[config.mk]
export PLATFORM = sky130hd
export DESIGN_NAME = mem_arbiter_flat
export DESIGN_NICKNAME = d
export VERILOG_FILES = /design/src/rtl/mem_arbiter_if.sv /design/src/rtl/mem_arbiter.sv /design/src/flat_wrapper.sv
export SDC_FILE = /design/constraint.sdc
export NUM_CORES = 1
export LEC_CHECK = 0
export CORE_MARGIN = 3
export CORE_UTILIZATION = 30
export DETAILED_ROUTE_END_ITERATION = 7
export PLACE_DENSITY = 0.87
export SLEW_MARGIN = 20
export SYNTH_ARGS = -nofsm -noshare
export SYNTH_HDL_FRONTEND = slang
export SYNTH_SLANG_ARGS = --single-unit
[constraint.sdc]
create_clock -name clk -period 1.5 [get_ports clk]
set_clock_uncertainty 0.15 [all_clocks]
set_input_delay 0.15 -clock clk [delete_from_list [all_inputs] [get_ports clk]]
set_output_delay 0.15 -clock clk [all_outputs]
set_load 0.01 [all_outputs]
[src/rtl/mem_arbiter_if.sv]
// Bus bundle for mem_arbiter: fetch and data upstream ports plus the shared memory port.
// slave = arbiter side, master = the surrounding core/memory environment.
interface mem_arbiter_if #(parameter int ADDR_W = 32);
    logic              Inst_Req_Valid;
    logic              Inst_Req_Ack;
    logic [ADDR_W-1:0] Inst_Addr;
    logic              Inst_Valid;
    logic              Inst_Ack;
    logic [31:0]       Instruction;

    logic              Mem_Req_Valid;
    logic              Mem_Req_Ack;
    logic              Mem_Write;
    logic [ADDR_W-1:0] Mem_Addr;
    logic [31:0]       Mem_Wdata;
    logic [3:0]        Mem_Strb;
    logic              Read_data_Valid;
    logic              Read_data_Ack;
    logic [31:0]       Read_data;

    logic              M_Req_Valid;
    logic              M_Req_Ack;
    logic              M_Write;
    logic [ADDR_W-1:0] M_Addr;
    logic [31:0]       M_Wdata;
    logic [3:0]        M_Strb;
    logic              M_Rvalid;
    logic              M_Rready;
    logic [31:0]       M_Rdata;

    modport slave (
        input  Inst_Req_Valid, Inst_Addr, Inst_Ack,
        input  Mem_Req_Valid, Mem_Write, Mem_Addr, Mem_Wdata, Mem_Strb, Read_data_Ack,
        input  M_Req_Ack, M_Rvalid, M_Rdata,
        output Inst_Req_Ack, Inst_Valid, Instruction,
        output Mem_Req_Ack, Read_data_Valid, Read_data,
        output M_Req_Valid, M_Write, M_Addr, M_Wdata, M_Strb, M_Rready
    );

    modport master (
        output Inst_Req_Valid, Inst_Addr, Inst_Ack,
        output Mem_Req_Valid, Mem_Write, Mem_Addr, Mem_Wdata, Mem_Strb, Read_data_Ack,
        output M_Req_Ack, M_Rvalid, M_Rdata,
        input  Inst_Req_Ack, Inst_Valid, Instruction,
        input  Mem_Req_Ack, Read_data_Valid, Read_data,
        input  M_Req_Valid, M_Write, M_Addr, M_Wdata, M_Strb, M_Rready
    );
endinterface

[src/rtl/mem_arbiter.sv]
// Two-to-one memory arbiter (fetch vs. load/store), one transaction in flight.
// Define ARB_RR_EN for round-robin tie breaking; otherwise the data side wins ties.
module mem_arbiter #(
    parameter int ADDR_W = 32
) (
    input logic        clk,
    input logic        rst,
    mem_arbiter_if.slave bus
);
    typedef enum logic [1:0] {IDLE, REQ, RESP} state_t;

    state_t            state;
    logic              owner_data;
    logic              req_vld;
    logic              wr_q;
    logic [ADDR_W-1:0] addr_q;
    logic [31:0]       wdata_q;
    logic [3:0]        strb_q;
    logic              grant;
    logic              grant_data;
    logic              in_resp;
    logic              rready;

`ifdef ARB_RR_EN
    logic ptr_data;  // 1: data side has priority on the next tie
    always_comb grant_data = bus.Mem_Req_Valid & (ptr_data | ~bus.Inst_Req_Valid);
`else
    always_comb grant_data = bus.Mem_Req_Valid;
`endif

    // Grants and response visibility are suppressed during reset so nothing leaks out.
    assign grant   = (state == IDLE) & ~rst & (bus.Inst_Req_Valid | bus.Mem_Req_Valid);
    assign in_resp = (state == RESP) & ~rst;
    assign rready  = in_resp & (owner_data ? bus.Read_data_Ack : bus.Inst_Ack);

    always_ff @(posedge clk) begin
        if (rst) begin
            state      <= IDLE;
            owner_data <= 1'b0;
            req_vld    <= 1'b0;
            wr_q       <= 1'b0;
            addr_q     <= '0;
            wdata_q    <= '0;
            strb_q     <= '0;
`ifdef ARB_RR_EN
            ptr_data   <= 1'b0;
`endif
        end else begin
            case (state)
                IDLE: if (grant) begin
                    state      <= REQ;
                    req_vld    <= 1'b1;
                    owner_data <= grant_data;
`ifdef ARB_RR_EN
                    ptr_data   <= ~grant_data;
`endif
                    if (grant_data) begin
                        wr_q    <= bus.Mem_Write;
                        addr_q  <= bus.Mem_Addr;
                        wdata_q <= bus.Mem_Wdata;
                        strb_q  <= bus.Mem_Strb;
                    end else begin
                        wr_q    <= 1'b0;
                        addr_q  <= bus.Inst_Addr;
                        wdata_q <= '0;
                        strb_q  <= 4'hF;
                    end
                end
                REQ: if (bus.M_Req_Ack) begin
                    req_vld <= 1'b0;
                    state   <= wr_q ? IDLE : RESP;  // stores have no response phase
                end
                RESP: if (bus.M_Rvalid & rready) state <= IDLE;
                default: state <= IDLE;
            endcase
        end
    end

    assign bus.Inst_Req_Ack    = grant & ~grant_data;
    assign bus.Mem_Req_Ack     = grant & grant_data;
    assign bus.M_Req_Valid     = req_vld;
    assign bus.M_Write         = wr_q;
    assign bus.M_Addr          = addr_q;
    assign bus.M_Wdata         = wdata_q;
    assign bus.M_Strb          = strb_q;
    assign bus.M_Rready        = rready;
    assign bus.Inst_Valid      = in_resp & ~owner_data & bus.M_Rvalid;
    assign bus.Read_data_Valid = in_resp & owner_data & bus.M_Rvalid;
    assign bus.Instruction     = (in_resp & ~owner_data) ? bus.M_Rdata : '0;
    assign bus.Read_data       = (in_resp & owner_data) ? bus.M_Rdata : '0;
endmodule

[src/flat_wrapper.sv]
// flat-port wrapper written by rule: the top's interface ports become plain ports
module mem_arbiter_flat 
#(
    parameter int ADDR_W = 32
)
  (clk, rst, bus_Inst_Req_Valid, bus_Inst_Addr, bus_Inst_Ack, bus_Mem_Req_Valid, bus_Mem_Write, bus_Mem_Addr, bus_Mem_Wdata, bus_Mem_Strb, bus_Read_data_Ack, bus_M_Req_Ack, bus_M_Rvalid, bus_M_Rdata, bus_Inst_Req_Ack, bus_Inst_Valid, bus_Instruction, bus_Mem_Req_Ack, bus_Read_data_Valid, bus_Read_data, bus_M_Req_Valid, bus_M_Write, bus_M_Addr, bus_M_Wdata, bus_M_Strb, bus_M_Rready);
  mem_arbiter_if #(.ADDR_W(ADDR_W)) bus_i ();
  input logic clk;
  input logic rst;
  input wire logic [$bits(bus_i.Inst_Req_Valid)-1:0] bus_Inst_Req_Valid;
  input wire logic [$bits(bus_i.Inst_Addr)-1:0] bus_Inst_Addr;
  input wire logic [$bits(bus_i.Inst_Ack)-1:0] bus_Inst_Ack;
  input wire logic [$bits(bus_i.Mem_Req_Valid)-1:0] bus_Mem_Req_Valid;
  input wire logic [$bits(bus_i.Mem_Write)-1:0] bus_Mem_Write;
  input wire logic [$bits(bus_i.Mem_Addr)-1:0] bus_Mem_Addr;
  input wire logic [$bits(bus_i.Mem_Wdata)-1:0] bus_Mem_Wdata;
  input wire logic [$bits(bus_i.Mem_Strb)-1:0] bus_Mem_Strb;
  input wire logic [$bits(bus_i.Read_data_Ack)-1:0] bus_Read_data_Ack;
  input wire logic [$bits(bus_i.M_Req_Ack)-1:0] bus_M_Req_Ack;
  input wire logic [$bits(bus_i.M_Rvalid)-1:0] bus_M_Rvalid;
  input wire logic [$bits(bus_i.M_Rdata)-1:0] bus_M_Rdata;
  output wire logic [$bits(bus_i.Inst_Req_Ack)-1:0] bus_Inst_Req_Ack;
  output wire logic [$bits(bus_i.Inst_Valid)-1:0] bus_Inst_Valid;
  output wire logic [$bits(bus_i.Instruction)-1:0] bus_Instruction;
  output wire logic [$bits(bus_i.Mem_Req_Ack)-1:0] bus_Mem_Req_Ack;
  output wire logic [$bits(bus_i.Read_data_Valid)-1:0] bus_Read_data_Valid;
  output wire logic [$bits(bus_i.Read_data)-1:0] bus_Read_data;
  output wire logic [$bits(bus_i.M_Req_Valid)-1:0] bus_M_Req_Valid;
  output wire logic [$bits(bus_i.M_Write)-1:0] bus_M_Write;
  output wire logic [$bits(bus_i.M_Addr)-1:0] bus_M_Addr;
  output wire logic [$bits(bus_i.M_Wdata)-1:0] bus_M_Wdata;
  output wire logic [$bits(bus_i.M_Strb)-1:0] bus_M_Strb;
  output wire logic [$bits(bus_i.M_Rready)-1:0] bus_M_Rready;
  assign bus_i.Inst_Req_Valid = bus_Inst_Req_Valid;
  assign bus_i.Inst_Addr = bus_Inst_Addr;
  assign bus_i.Inst_Ack = bus_Inst_Ack;
  assign bus_i.Mem_Req_Valid = bus_Mem_Req_Valid;
  assign bus_i.Mem_Write = bus_Mem_Write;
  assign bus_i.Mem_Addr = bus_Mem_Addr;
  assign bus_i.Mem_Wdata = bus_Mem_Wdata;
  assign bus_i.Mem_Strb = bus_Mem_Strb;
  assign bus_i.Read_data_Ack = bus_Read_data_Ack;
  assign bus_i.M_Req_Ack = bus_M_Req_Ack;
  assign bus_i.M_Rvalid = bus_M_Rvalid;
  assign bus_i.M_Rdata = bus_M_Rdata;
  assign bus_Inst_Req_Ack = bus_i.Inst_Req_Ack;
  assign bus_Inst_Valid = bus_i.Inst_Valid;
  assign bus_Instruction = bus_i.Instruction;
  assign bus_Mem_Req_Ack = bus_i.Mem_Req_Ack;
  assign bus_Read_data_Valid = bus_i.Read_data_Valid;
  assign bus_Read_data = bus_i.Read_data;
  assign bus_M_Req_Valid = bus_i.M_Req_Valid;
  assign bus_M_Write = bus_i.M_Write;
  assign bus_M_Addr = bus_i.M_Addr;
  assign bus_M_Wdata = bus_i.M_Wdata;
  assign bus_M_Strb = bus_i.M_Strb;
  assign bus_M_Rready = bus_i.M_Rready;
  mem_arbiter #(.ADDR_W(ADDR_W)) u_core (.clk(clk), .rst(rst), .bus(bus_i));
endmodule
== After elaboration in Yosys (flattened, before gate mapping) ==
Index checks and enable logic that the tools add are counted.
Cells by class
  eq/ne operators: 5
  mux-type cells: 15
  bitwise gates (word level): 15
  reduce and logical (&&, ||, !) cells: 5
Operators by type and width (count)
  32-bit 2-to-1 mux: 4
  1-bit AND: 11
  2-bit 2-to-1 mux: 4
  2-bit case mux with 3 select lines: 1
  3-bit AND reduction: 2
  1-bit 2-to-1 mux: 4
  4-bit 2-to-1 mux: 1
  2-bit != test, second input constant: 2
  1-bit NOT: 3
  2-bit by 1-bit == test with 1-bit output, second input constant: 1
  2-bit == test, second input constant: 1
  2-bit zero test: 1
  2-bit by 1-bit != test with 1-bit output, second input constant: 1
  1-bit case mux with 2 select lines: 1
  2-bit AND reduction: 1
  2-bit nonzero test: 1
  1-bit OR: 1
Storage, ports and cells
  flip-flop bits (word level): 73
  input port bits: 141
  output and inout bits: 139
  logic and storage cells: 47

== Longest topological paths before layout ==
Gate-level depths: netlist of run 1.
  depth after elaboration: 6
  mapped depth: 6
  mapped depth without buffers: 3

== Worst setup path after synthesis of run 1 ==
OpenSTA, ideal clock, no wires.
  kind: reg2out
  start: register u_core.state[0]
  end: output bus_Read_data[10]
  data arrival time: 1135 ps
  data required time: 1200 ps
  path slack: 65 ps
  cell stages (with the launch flop): 5
  path buffers: 1
  cell sequence: dfxtp_1 -> nor2_2 -> and3_1 -> clkbuf_2 -> and2_1
Between the ends
  word-level cells in the longest chain between the ends: 4
Ends and longest elaborated chain
  start, declared: RTL line mem_arbiter.sv:12  | state_t state;
  start signal, assigned: RTL line mem_arbiter.sv:71  | state <= wr_q ? IDLE : RESP;
  2-bit == test: RTL line mem_arbiter.sv:33  | assign in_resp = (state == RESP) & ~rst;
  1-bit AND: RTL line mem_arbiter.sv:33
  1-bit AND: RTL line mem_arbiter.sv:90  | assign bus.Read_data = (in_resp & owner_data) ? bus.M_Rdata : '0;
  32-bit 2-to-1 mux: RTL line mem_arbiter.sv:90
  end, declared: RTL line flat_wrapper.sv:27  | output wire logic [$bits(bus_i.Read_data)-1:0] bus_Read_data;
Every way passes these cells.

== Worst setup path after layout of run 1 ==
  start: register u_core.owner_data
  end: output bus_Instruction[6]
Between the ends
  word-level cells in the longest chain between the ends: 3
Ends and longest elaborated chain
  start, declared: RTL line mem_arbiter.sv:13  | logic owner_data;
  start signal, assigned: RTL line mem_arbiter.sv:53  | owner_data <= grant_data;
  1-bit NOT: RTL line mem_arbiter.sv:89  | assign bus.Instruction = (in_resp & ~owner_data) ? bus.M_Rdata : '0;
  1-bit AND: RTL line mem_arbiter.sv:89
  32-bit 2-to-1 mux: RTL line mem_arbiter.sv:89
  end, declared: RTL line flat_wrapper.sv:24  | output wire logic [$bits(bus_i.Instruction)-1:0] bus_Instruction;
Every way passes these cells.

==> results.json, run 1 <==
{
  "final_core_util_pct": 67.4,
  "fin_crit_sh_pct": 129,
  "ant_nets": 0,
  "drc": 0,
  "via_count": 3892,
  "wire_per_inst_um": 20.9,
  "synth_area_mm2": 0.00344,
  "grt_antenna_before_repair": 0,
  "netlist.area_leader.share_pct": 42.5,
  "r2r_start": "u_core.state[1]",
  "irDropWorstVdd_mv": 0.573,
  "dr.pass1.iters": 4,
  "track_usage_pct": 24.4,
  "worstSetupStartpoint": "u_core.owner_data",
  "cts_root_buf": "clkbuf_16",
  "dpl_worst_slack_ns": -0.394,
  "vias_per_cell": 4.95,
  "dieHeight_um": 113,
  "synthTopCellsByCount": "73 x dfxtp_1, 67 x and2_1, 33 x a22o_1",
  "r2r_end": "u_core.bus.M_Wdata[25]",
  "yosys-top-cells-area": "dfxtp_1 43%, and2_1 12%, mux2i_1 9.3%",
  "syn_inst": 325,
  "rows": 38,
  "status": "finished with violations",
  "crit_top_cell": "buf_6",
  "syn_to_final_growth_pct": 116,
  "synth.avg_cell_area_um2": 10.6,
  "ys_warn_count": 0,
  "cts_buffers": 9,
  "hpwl_um": 10700,
  "insertion_delay_ns": 0.33,
  "violations": "setup timing",
  "path_cells": "nor4b_4 > clkbuf_16 > buf_6 > buf_6 > and2_4 > buf_6",
  "arrival_ns": 1.64,
  "ys_async_sr_fraction_pct": 0,
  "setup_viol": 135,
  "p_leak_nw": 3.83,
  "ys_seq_area_share_pct": 42.5,
  "grt_max_degree": 31,
  "fin_setup_tns_ns": -31.32,
  "n_antenna_cell": 0,
  "finalNetCount": 783,
  "yosys_most_used_dff": "dfxtp_1",
  "cap_violations": 0,
  "cp-end-kind": "output port",
  "hp-start": "rst",
  "rsz0062_at_grt": "true",
  "fill_cells": 810,
  "die_area_mm2": 0.0128,
  "cts_buffer_depth": 2,
  "final_area_mm2": 0.00743,
  "reg2reg_depth": 8,
  "cpPeakStageDelay_ns": 0.35,
  "initial_core_util_pct": 31.1,
  "core-area_mm2": 0.0110,
  "slowest_stage": "dfxtp_4",
  "path_max_fanout": 3,
  "wl_um": 16400,
  "overflow": 0,
  "cts_hold_buf": 0,
  "p_per_area_mw_per_mm2": 857,
  "ys_types": 29,
  "drive_gt1_share_pct": 32.9,
  "required_ns": 1.20,
  "synth_edf_count": 0,
  "die_x_um": 113,
  "io_buffers": 279,
  "cts_tree": "done",
  "cts.sinks": 73,
  "grt_pass1_vias": 4223,
  "grt_pass1_wl_um": 24200,
  "ctsHtreeMaxLevel": 3,
  "r2r_slack_ns": -0.21,
  "max_freq_ghz": 0.515,
  "tightest_slew_ns": 0.475,
  "place.gp.congestion": 0.916,
  "relSlewSlack_pct": 68.4,
  "setup_slack_ns": -0.441,
  "crit_path_start_kind": "flip-flop",
  "place_area_mm2": 0.00641,
  "yosys.area.top_type": "dfxtp_1",
  "pin_count": 280,
  "hold_depth": 3,
  "drt_iter0_drc": 194,
  "synth-seq-cells": 73,
  "min_to": "u_core.state[1]",
  "clkTransAtPathRegs_ns": 0.06,
  "synth.most_common_cell": "dfxtp_1",
  "fin_crit_ns": 1.94,
  "hold_violations": 0,
  "hp-class": "input pin to flip-flop",
  "crit_type": "flip-flop to output port",
  "postSynthNetCount": 466,
  "drv_slew": 0
}
through the flow:
step                      total power, mW  instances  hold WS, ns
after floorplan                      2.99        325       0.0894
after global placement               3.93        733        0.297
final                                6.37        787        0.105
after CTS                            6.37        790       0.0949
after global routing                 6.62        787        0.123
after detailed placement             3.98        733        0.304
sequential cells by signal, indices dropped and copies added, names as in the netlist:
register and count:
u_core.bus.M_Wdata 32, u_core.owner_data 1, u_core.state 2, u_core.bus.M_Strb 4
u_core.bus.M_Addr 32, u_core.bus.M_Req_Valid 1, u_core.bus.M_Write 1
how the worst max path moves through the flow:
stage / slack (ns) / cells past startpoint / endpoint
final: -0.44 / 6 / bus_Instruction[6]
after global routing: -0.54 / 5 / bus_Instruction[1]
after CTS: -0.52 / 6 / bus_Instruction[15]
after detailed placement: -0.39 / 4 / bus_Instruction[17]
after global placement: -0.35 / 4 / bus_Instruction[9]
after floorplan: 0.06 / 4 / bus_Read_data[10]
cells in the final DEF, fill, tap and decap left out, types with 25 or more instances in the layout:
| cell type | synthesis | final |
|---|---|---|
| buf_2 | 9 | 50 |
| dlygate4sd2_1 | 0 | 33 |
| mux2i_1 | 32 | 32 |
| a211oi_2 | 20 | 25 |
| and2_1 | 67 | 53 |
| a22o_1 | 33 | 33 |
| dlymetal6s2s_1 | 0 | 37 |
| buf_6 | 8 | 38 |
| dfxtp_1 | 73 | 70 |
| clkdlybuf4s50_1 | 0 | 138 |
logic make-up after synthesis:
group,after synthesis,share of synthesized area [%]
AO/OA/AOI/OAI,101,24.7
buffers and inverters,33,6.37
flip-flops,73,42.5
multiplexers,33,9.65
AND/OR/NAND/NOR,85,16.8
report_power, final:
| part | switching (mW) | internal (mW) |
|---|---|---|
| Clock | 0.820 | 1.20 |
| Combinational | 0.862 | 1.21 |
| Sequential | 0.124 | 2.15 |
| Total | 1.81 | 4.56 |
worst max-delay path: cells and delay by family (launching register included):
family	cells	cell delay [ns]
buffers and inverters	4	0.48
and+or+nand+nor	2	0.47
DFF	1	0.35
area by class of cell:
type / instances / area [µm²] / share of cell area [%]
well taps: 140 / 175 / 2.36
clock buffers: 11 / 253 / 3.40
flip-flops and latches: 73 / 1470 / 19.8
inverters: 1 / 3.75 / 0.0505
clock inverters: 5 / 30.0 / 0.404
repair buffers: 338 / 3550 / 47.7
multi-input cells: 219 / 1950 / 26.3
timing repair:
item,CTS,global route
pin swaps,41,28
resized for setup,382,90
setup endpoints to repair,204,173
setup buffers,26,6
cloned,16,3
routing by layer:
layer  vias up  track usage [%]  wire length (µm)
li1       1819                -                 -
met1      1847             27.1              6210
met2       189             44.2              8440
met3        37             6.20              1140
met4         0             10.2               624
met5         -                0                 0
No activity file was read; power rests on OpenSTA's default activity.
==> run 2, diff against run 1 <==
--- a/config.mk
+++ b/config.mk
@@ -8,7 +8,7 @@
 export CORE_MARGIN = 3
 export CORE_UTILIZATION = 30
 export DETAILED_ROUTE_END_ITERATION = 7
-export PLACE_DENSITY = 0.87
+export PLACE_DENSITY = 0.78
 export SLEW_MARGIN = 20
 export SYNTH_ARGS = -nofsm -noshare
 export SYNTH_HDL_FRONTEND = slang
==> constraint.sdc (replaced) <==
create_clock -name clk -period 1.5 [get_ports clk]
set_clock_uncertainty 0.15 [all_clocks]
set_input_delay 0.3 -clock clk [delete_from_list [all_inputs] [get_ports clk]]
set_output_delay 0.3 -clock clk [all_outputs]
set_load 0.01 [all_outputs]
==> run 2 against run 1 <==
  * The run still ends with setup timing left
  * Largest cell class unchanged
  * Critical path type unchanged
  * Global-route usage shrank 0.87 points
  * Critical endpoint is now bus_Instruction[17]
  * Combinational power grew 10%
  * Core utilization grew 7.0 points
  * First-iteration DRC count shrank 28%
  * Total power grew 7.2%
==> results.json, run 2 (synthesis gave the netlist of run 1 again) <==
{
  "status": "finished with violations",
  "violations": "setup timing",
  "max_freq_ghz": 0.484,
  "stdcell_count": 810,
  "hp-class": "input pin to flip-flop",
  "via_count": 4017,
  "cts_root_buf": "clkbuf_16",
  "path_buf_inv": 4,
  "drt_iter0_drc": 139,
  "dieHeight_um": 113,
  "drive_gt1_share_pct": 44.5,
  "pwr-share-comb_pct": 33.4,
  "drv_slew": 0,
  "fill_cells": 747,
  "path_depth": 6,
  "n_antenna_cell": 0,
  "ctsHtreeMaxLevel": 3,
  "pin_count": 280,
  "internal-power_mw": 4.89,
  "cts.sinks": 73,
  "cpPeakStageDelay_ns": 0.36,
  "netSwitchingPower_mw": 1.93,
  "layout_common_cells": "138 x clkdlybuf4s50_1, 85 x buf_6, 69 x dfxtp_1, 55 x and2_4",
  "relSlewSlack_pct": 69.2,
  "rsz0062_at_grt": "true",
  "r2r_end": "u_core.bus.M_Wdata[3]",
  "p_clk_share_pct": 32.9,
  "slowest_stage": "dfxtp_4",
  "layout_commonest_cell": "clkdlybuf4s50_1",
  "clkTransAtPathRegs_ns": 0.06,
  "path_cells": "nor4b_4 > buf_4 > buf_6 > buf_12 > and2_1 > buf_2",
  "cts_buffers": 9,
  "grt_pass1_wl_um": 23900,
  "r2r_start": "u_core.state[1]",
  "cts_buffer_depth": 2,
  "setup_slack_ns": -0.564,
  "finalNetCount": 806,
  "syn_to_final_growth_pct": 139,
  "grt_antenna_before_repair": 0,
  "arrival_ns": 1.61,
  "seqPwrFrac_pct": 33.7,
  "setup_viol": 140,
  "hpwl_um": 10300,
  "crit_type": "flip-flop to output port",
  "dr.pass1.iters": 4,
  "cp-end-kind": "output port",
  "p_per_area_mw_per_mm2": 832,
  "io_buffers": 279,
  "core-area_mm2": 0.0110,
  "initial_core_util_pct": 31.1,
  "cts_tree": "done",
  "worstSetupStartpoint": "u_core.owner_data",
  "cap_violations": 0,
  "fin_crit_sh_pct": 138,
  "hold_violations": 0,
  "switching_share_pct": 28.3,
  "tightest_slew_ns": 0.462,
  "overflow": 0,
  "place.gp.congestion": 0.846,
  "cp_top_family": "buffers and inverters",
  "wire_per_inst_um": 20.6,
  "worst_hold_slack_ns": 0.299,
  "crit_path_end": "bus_Instruction[17]",
  "rows": 38,
  "r2r_slack_ns": -0.38,
  "dp.cells": 734,
  "die_area_mm2": 0.0128,
  "path_max_fanout": 9,
  "reg2reg_depth": 9,
  "vias_per_cell": 4.96,
  "drc": 0,
  "crit_path_start_kind": "flip-flop",
  "grt_max_degree": 35,
  "ant_nets": 0,
  "wl_um": 16700,
  "irDropWorstVdd_mv": 0.592,
  "p_leak_nw": 4.05,
  "fin_crit_ns": 2.06,
  "grt_pass1_vias": 4236,
  "track_usage_pct": 23.5,
  "required_ns": 1.05,
  "cts_hold_buf": 0,
  "die_x_um": 113,
  "insertion_delay_ns": 0.32
}
-- run 2: cell types whose count changed in the layout (fill, tap and decap cells not counted), sizes merged, moves of 2 or more --
cell / previous run / this run
clkdlybuf4s15: 0 / 2
clkbuf: 16 / 14
dlymetal6s2s: 37 / 34
clkinv: 3 / 1
and3: 2 / 6
buf: 125 / 146
-- run 2: how the worst min path moves through the flow --
stage	from	end	slack, ns	cells after the start
finish	rst	u_core.state[1]	0.30	3
global route	rst	u_core.state[1]	0.31	3
CTS	rst	u_core.state[1]	0.26	3
detailed placement	u_core.bus.M_Addr[4]	u_core.bus.M_Addr[4]	0.30	1
global placement	u_core.bus.M_Addr[20]	u_core.bus.M_Addr[20]	0.30	1
floorplan	bus_M_Req_Ack	u_core.state[0]	0.23	1
-- run 2: per-stage QoR --
step	util (%)	power (mW)	cell area [µm²]	TNS, ns	worst slack [ns]
after global routing	74.3	7.08	8200	-60.43	-0.613
after CTS	69.4	6.66	7650	-58.02	-0.603
after detailed placement	58.7	4.00	6480	-68.32	-0.673
final	74.3	6.82	8200	-53.96	-0.564
after floorplan	-	3.01	3550	-1.87	-0.0425
after global placement	58.7	3.96	6480	-65.48	-0.660
-- run 2: timing repair --
action                                  in CTS  in global routing
gates resized for setup                    465                117
pin swaps                                   78                 30
endpoints found under the setup margin     209                175
setup buffers                               40                 10
gates cloned                                13                  4
-- run 2: layout make-up --
cell class	instances	area [µm²]	area share, %
flip-flops and latches	73	1470	18.0
multi-input cells	223	2280	27.9
clock buffers	11	253	3.08
well taps	140	175	2.14
repair buffers	357	3950	48.1
clock inverters	5	62.6	0.763
inverters	1	3.75	0.0458
-- run 2: metal layers --
metal	vias to the layer above	routed length, µm	track usage (%)
met3	27	1090	5.08
met2	169	9190	45.2
li1	1887	-	-
met1	1934	6010	25.7
met4	0	380	6.73
met5	-	0	0
-- run 2: tightest hold or removal path: stages --
cell and delay (ns):
buf_2 0.18, buf_4 0.20, a311oi_1 0.06
-- run 2: power by group through the flow --
stage               clock network, mW  registers [mW]  logic (mW)
floorplan                           0            2.39       0.626
finish                           2.25            2.30        2.28
CTS                              2.28            2.29        2.10
detailed placement                  0            2.30        1.70
global route                     2.36            2.32        2.40
global placement                    0            2.29        1.67
==> variant 1, RTL diff (settings of run 1) <==
The option `ARB_RR_EN` is turned on by a define.
--- a/src/rtl/mem_arbiter.sv
+++ b/src/rtl/mem_arbiter.sv
@@ -1,5 +1,7 @@
 // Two-to-one memory arbiter (fetch vs. load/store), one transaction in flight.
 // Define ARB_RR_EN for round-robin tie breaking; otherwise the data side wins ties.
+`define ARB_RR_EN
+
 module mem_arbiter #(
     parameter int ADDR_W = 32
 ) (
Behaviour: not the same (a bounded check fails within 4 cycles, from zero or initial values and one cycle with rst high).
==> variant 1 against run 1 <==
- the flow still finishes with violations (negative setup slack)
- worst setup slack got worse by 0.0058 ns
- synthesized cell count is 12% higher
- final area rose by 3.8%
- die area fell by 1.3%
- wire length down 4.1%
- sequential cell count rose by 1
- synthesized area shrank 1.4%
- fmax decreased by 0.30%
- total power down 1.2%
- highest routed layer unchanged
==> variant 1: results (changes against run 1) <==
| Metric | Value |
|---|---|
| Setup Viol. Count Final | `137 (+1.5%)` |
| Gr usage total | `21.6% (-2.8 points)` |
| Detailed Place HPWL | `10700 um (+0.40%)` |
| Setup ws final | `-0.447 ns (-0.00582 ns)` |
| Drt first-iter violations | `177 (-8.8%)` |
| Post-synth ARST share | `0% (unchanged)` |
| Setup WS pre-CTS | `-0.862 ns (-0.468 ns)` |
| Failing checks | `negative setup slack` |
| Sequential area share after synthesis | `43.7% (+1.2 points)` |
| CTS Root Cell | `clkbuf_16` |
| Antenna violations before repair | `0 (unchanged)` |
| Hold Crit Class | `input pin to flop` |
| Diode count | `0 (unchanged)` |
| Fraction of layout cells with a size suffix above 1 | `36.4% (+3.5 points)` |
| CP max-delay cell | `or3_4` |
| Total CTS buffers | `9 (unchanged)` |
| Post-synth cell types | `30 (+3.4%)` |
| H-tree levels | `3 (unchanged)` |
| FF-to-FF End | `u_core.bus.M_Addr[22]$_SDFFE_PP0P_` |
| Drt pass-1 iters | `4 (unchanged)` |
| Clock tree buffer depth | `2 (unchanged)` |
| Synth area leaders | `dfxtp_1 (44%), and2_1 (12%), a22o_1 (8.5%), a211oi_1 (6.4%), a21oi_2 (5.2%)` |
| Top cells by count, synth | `dfxtp_1 (74), and2_1 (66), nor2_1 (35)` |
| Residual DRC | `0 (unchanged)` |
| Status | `finished with violations` |
| Post-DP Area | `0.00656 mm2 (+2.3%)` |
| Reg2reg path depth | `6 (-2)` |
| Top delay family on crit path | `simple AND/OR/NAND/NOR gates` |
| Syn_nets | `506 (+8.6%)` |
| Max VDD drop | `0.000508 V (-11%)` |
| Hold depth | `3 (unchanged)` |
| YS warnings | `0 (unchanged)` |
| Leakage | `0.00429 uW (+12%)` |
| Largest net degree at the start of global routing | `38 (+23%)` |
| Arrival @ worst endpoint | `1.65 ns` |
| Reg2reg setup slack | `-0.36 ns (-0.15 ns)` |
| End of the worst hold path | `u_core.state[1]$_SDFFE_PP0P_` |
| Worst Path Max Fanout | `17 (+14)` |
| Slew headroom | `72.4% (+4.0 points)` |
| Hold_sp | `rst` |
| PortBufs | `279 (unchanged)` |
| Final net count | `818 (+4.5%)` |
| Critical R2R Launch | `u_core.state[1]$_SDFFE_PP0P_` |
| Fill cell count | `761 (-6.0%)` |
| Placer Congestion | `0.856 (-6.5%)` |
| Drt wl/cell | `19.2 um (-8.0%)` |
| Vias in the first global route | `3980 (-5.8%)` |
| Clock Latency Late Sink | `0.33 ns (about the same)` |
| First-pass GRT wire length | `21600 um (-11%)` |
| CP peak stage delay | `0.43 ns (+0.08 ns)` |
| Clk slew on worst S/H paths | `0.06 ns (about the same)` |
| Via/cell ratio | `4.93 (-0.40%)` |
variant 1: changes by cell type after synthesis, sizes merged, moves of 4 or more:
cell,delta
nand2b,-4
nor2,+35
nor4bb,-4
nand2,+32
o21ai,+5
mux2i,-28
variant 1: report_power, final:
group / switching [uW] / internal, uW
Sequential: 106 / 2150
Clock: 781 / 1320
Combinational: 822 / 1110
Total: 1710 / 4580
variant 1: logic make-up (layout without fill, tap and decap cells):
kind of cell / Yosys count / count (layout) / share of synthesized area (%)
buffers and inverters: 34 / 350 / 6.24
and+or+nand+nor: 149 / 149 / 24.5
DFF: 74 / 74 / 43.7
muxes: 4 / 4 / 1.18
AOI/OAI and AO/OA: 104 / 104 / 24.3
variant 1: area by class of cell:
class | count | share of cell area (%)
clock buffer | 12 | 3.19
clock inverter | 3 | 0.519
inverter | 3 | 0.146
multi-input combinational | 257 | 26.4
sequential | 74 | 19.3
tap | 140 | 2.27
timing repair buffer | 332 | 48.2
variant 1: worst min-delay path: stages:
cell and delay (ns):
dlymetal6s2s_1 0.14, buf_6 0.17, nor2_1 0.05
variant 1: per-stage QoR:
step / TNS [ns] / utilization (%) / instances / hold WS, ns
floorplan: -5.43 / - / 365 / 0.133
global placement: -90.40 / 60.0 / 778 / 0.298
detailed placement: -92.57 / 60.0 / 778 / 0.307
CTS: -50.00 / 64.1 / 800 / 0.215
global route: -48.00 / 70.5 / 821 / 0.121
finish: -41.33 / 70.5 / 821 / 0.0722
variant 1: how the worst max path moves through the flow:
stage | startpoint | end | cells after the start
floorplan | u_core.state[0]$_SDFFE_PP0P_ | u_core.bus.M_Addr[0]$_SDFFE_PP0P_ | 6
global placement | rst | bus_Read_data[0] | 6
detailed placement | rst | bus_Read_data[21] | 6
CTS | u_core.state[1]$_SDFFE_PP0P_ | bus_Instruction[14] | 6
global route | u_core.state[0]$_SDFFE_PP0P_ | bus_Instruction[30] | 5
finish | u_core.state[0]$_SDFFE_PP0P_ | bus_Read_data[10] | 5
variant 1: timing repair:
| item | in CTS | in global routing |
|---|---|---|
| gates resized for setup | 354 | 127 |
| pin swaps | 5 | 39 |
| cloned | 2 | 13 |
| buffers inserted | 5 | 10 |
| setup endpoints to repair | 209 | 213 |
variant 1: layer usage:
| metal | vias to the layer above | global-route usage (%) | wire length [um] |
|---|---|---|---|
| met5 | - | 0 | 0 |
| met4 | 0 | 10.7 | 531 |
| met3 | 37 | 4.26 | 1130 |
| met2 | 205 | 40.5 | 8570 |
| met1 | 1906 | 22.9 | 5520 |
| li1 | 1896 | - | - |
==> variant 2, RTL diff (flow settings as in run 1) <==
Made on the original files. Re-encode `state_t` (3 states) as one-hot, 3 bits wide.
--- a/src/rtl/mem_arbiter.sv
+++ b/src/rtl/mem_arbiter.sv
@@ -7,7 +7,7 @@
     input logic        rst,
     mem_arbiter_if.slave bus
 );
-    typedef enum logic [1:0] {IDLE, REQ, RESP} state_t;
+    typedef enum logic [2:0] {IDLE = 3'b001, REQ = 3'b010, RESP = 3'b100} state_t;
 
     state_t            state;
     logic              owner_data;
Check against the original RTL: same outputs for any inputs over 10 cycles, from zero or initial values and one cycle with rst high; not proved beyond that.
==> variant 2 against run 1 <==
- the flow still finishes with violations (negative setup slack)
- sequential share of layout area down 0.97 points
- clock power up 17%
- final area up 6.8%
- sequential power up 6%
- sequential cell count up 1
- synthesized area down 1.5%
- worst setup slack worse by 0.13 ns
- total power up 14%
- wire length up 4.5%
- combinational power up 21%
- largest cell class unchanged
==> variant 2: results (changes against run 1) <==
| Metric | Value |
|---|---|
| Largest net degree at the start of global routing | `38 (+23%)` |
| Setup ws final | `-0.572 ns (-0.130 ns)` |
| Detailed Place HPWL | `10500 um (-1.6%)` |
| Post-synth cell types | `33 (+14%)` |
| Buffer count from post-CTS setup fixing | `24 (-7.7%)` |
| Gr usage total | `23.2% (-1.2 points)` |
| Worst Path Max Fanout | `7 (+4)` |
| M1 GR Usage | `25.9% (-1.1 points)` |
| Post-DP Area | `0.00648 mm2 (+1.1%)` |
| WL met1 | `6330 um (+1.9%)` |
| Arrival @ worst endpoint | `1.77 ns (+0.13 ns)` |
| PortBufs | `279 (unchanged)` |
| Final net count | `819 (+4.6%)` |
| Grt met3 use | `5.61% (-0.60 points)` |
| Xor/xnor share of the synthesized area | `0% (unchanged)` |
| Complex-gate fraction of the synthesized area | `23.9% (-0.74 points)` |
| Sequential area share after synthesis | `43.8% (+1.2 points)` |
| Fraction of layout cells with a size suffix above 1 | `42.3% (+9.4 points)` |
| Critical R2R Launch | `u_core.state[0]$_SDFFE_PP1P_` |
| Routed via count | `4207 (+8.1%)` |
| Syn_nets | `489 (+4.9%)` |
| YS warnings | `0 (unchanged)` |
| Status | `finished with violations` |
| Max Slew Vio Count | `0 (unchanged)` |
| Setup Viol. Count Final | `142 (+5.2%)` |
| Placer Congestion | `0.913 (-0.26%)` |
| Via/cell ratio | `5.11 (+3.4%)` |
| Highest metal used | `met4` |
| Met2 usage | `41.5% (-2.6 points)` |
| Drt first-iter violations | `237 (+22%)` |
| Hold depth | `3 (unchanged)` |
| Top cells by count, synth | `dfxtp_1 (74), and2_1 (66), a21oi_1 (40)` |
| Drt total wl | `17100 um (+4.5%)` |
| Vias in the first global route | `4286 (+1.5%)` |
| Antenna violations before repair | `0 (unchanged)` |
| Met2 WL post-DR | `9290 um (+10%)` |
| Total negative slack | `-56.28 ns (-24.96 ns)` |
| Post-Syn Instances | `348 (+7.1%)` |
| Synth area leaders | `dfxtp_1 (44%), and2_1 (12%), mux2i_1 (9.8%), a22o_1 (7.2%), a211oi_1 (7.1%)` |
| Slew headroom | `61.3% (-7.0 points)` |
| Leakage | `0.00359 uW (-6.4%)` |
| Wire length on met3 | `1020 um (-9.9%)` |
| Max VDD drop | `0.000774 V (+35%)` |
| Mux share of post-synthesis cell area | `9.76% (+0.11 points)` |
| Post-CTS Resized | `448 (+17%)` |
| CP max-delay cell | `dfxtp_4` |
| Placed insts | `762 (+4.0%)` |
| CTS Root Cell | `clkbuf_16` |
| First-pass GRT wire length | `23300 um (-3.7%)` |
| Adder-cell area share of the yosys netlist | `0% (unchanged)` |
| H-tree levels | `3 (unchanged)` |
| Failing checks | `negative setup slack` |
| Setup WS pre-CTS | `-0.536 ns (-0.142 ns)` |
-- variant 2: cell count changes after synthesis, moves of 6 or more --
cell	before	now
a211oi_1	6	32
a211oi_2	20	0
a21oi_1	30	40
buf_6	8	0
clkbuf_1	6	17
o221a_2	0	6
o2bb2ai_1	6	0
-- variant 2: worst paths after layout --
path                                          to  slack [ns]
min          u_core.bus.M_Wdata[30]$_SDFFE_PP0P_        0.17
max reg2reg   u_core.bus.M_Addr[17]$_SDFFE_PP0P_       -0.43
max                          bus_Instruction[20]       -0.57
min reg2reg  u_core.bus.M_Wdata[28]$_SDFFE_PP0P_        0.31
-- variant 2: final cells by class --
class | instances | area [um2]
clock buffers | 12 | 256
clock inverters | 4 | 73.8
flip-flops and latches | 74 | 1490
repair buffers | 352 | 3680
fillers | 760 | 3000
inverters | 4 | 17.5
well taps | 140 | 175
multi-input cells | 237 | 2240
-- variant 2: power breakdown --
part	internal (uW)	total, uW	switching, uW
Sequential	2230	2400	169
Clock	1550	2360	816
Combinational	1390	2500	1110
Total	5170	7260	2090
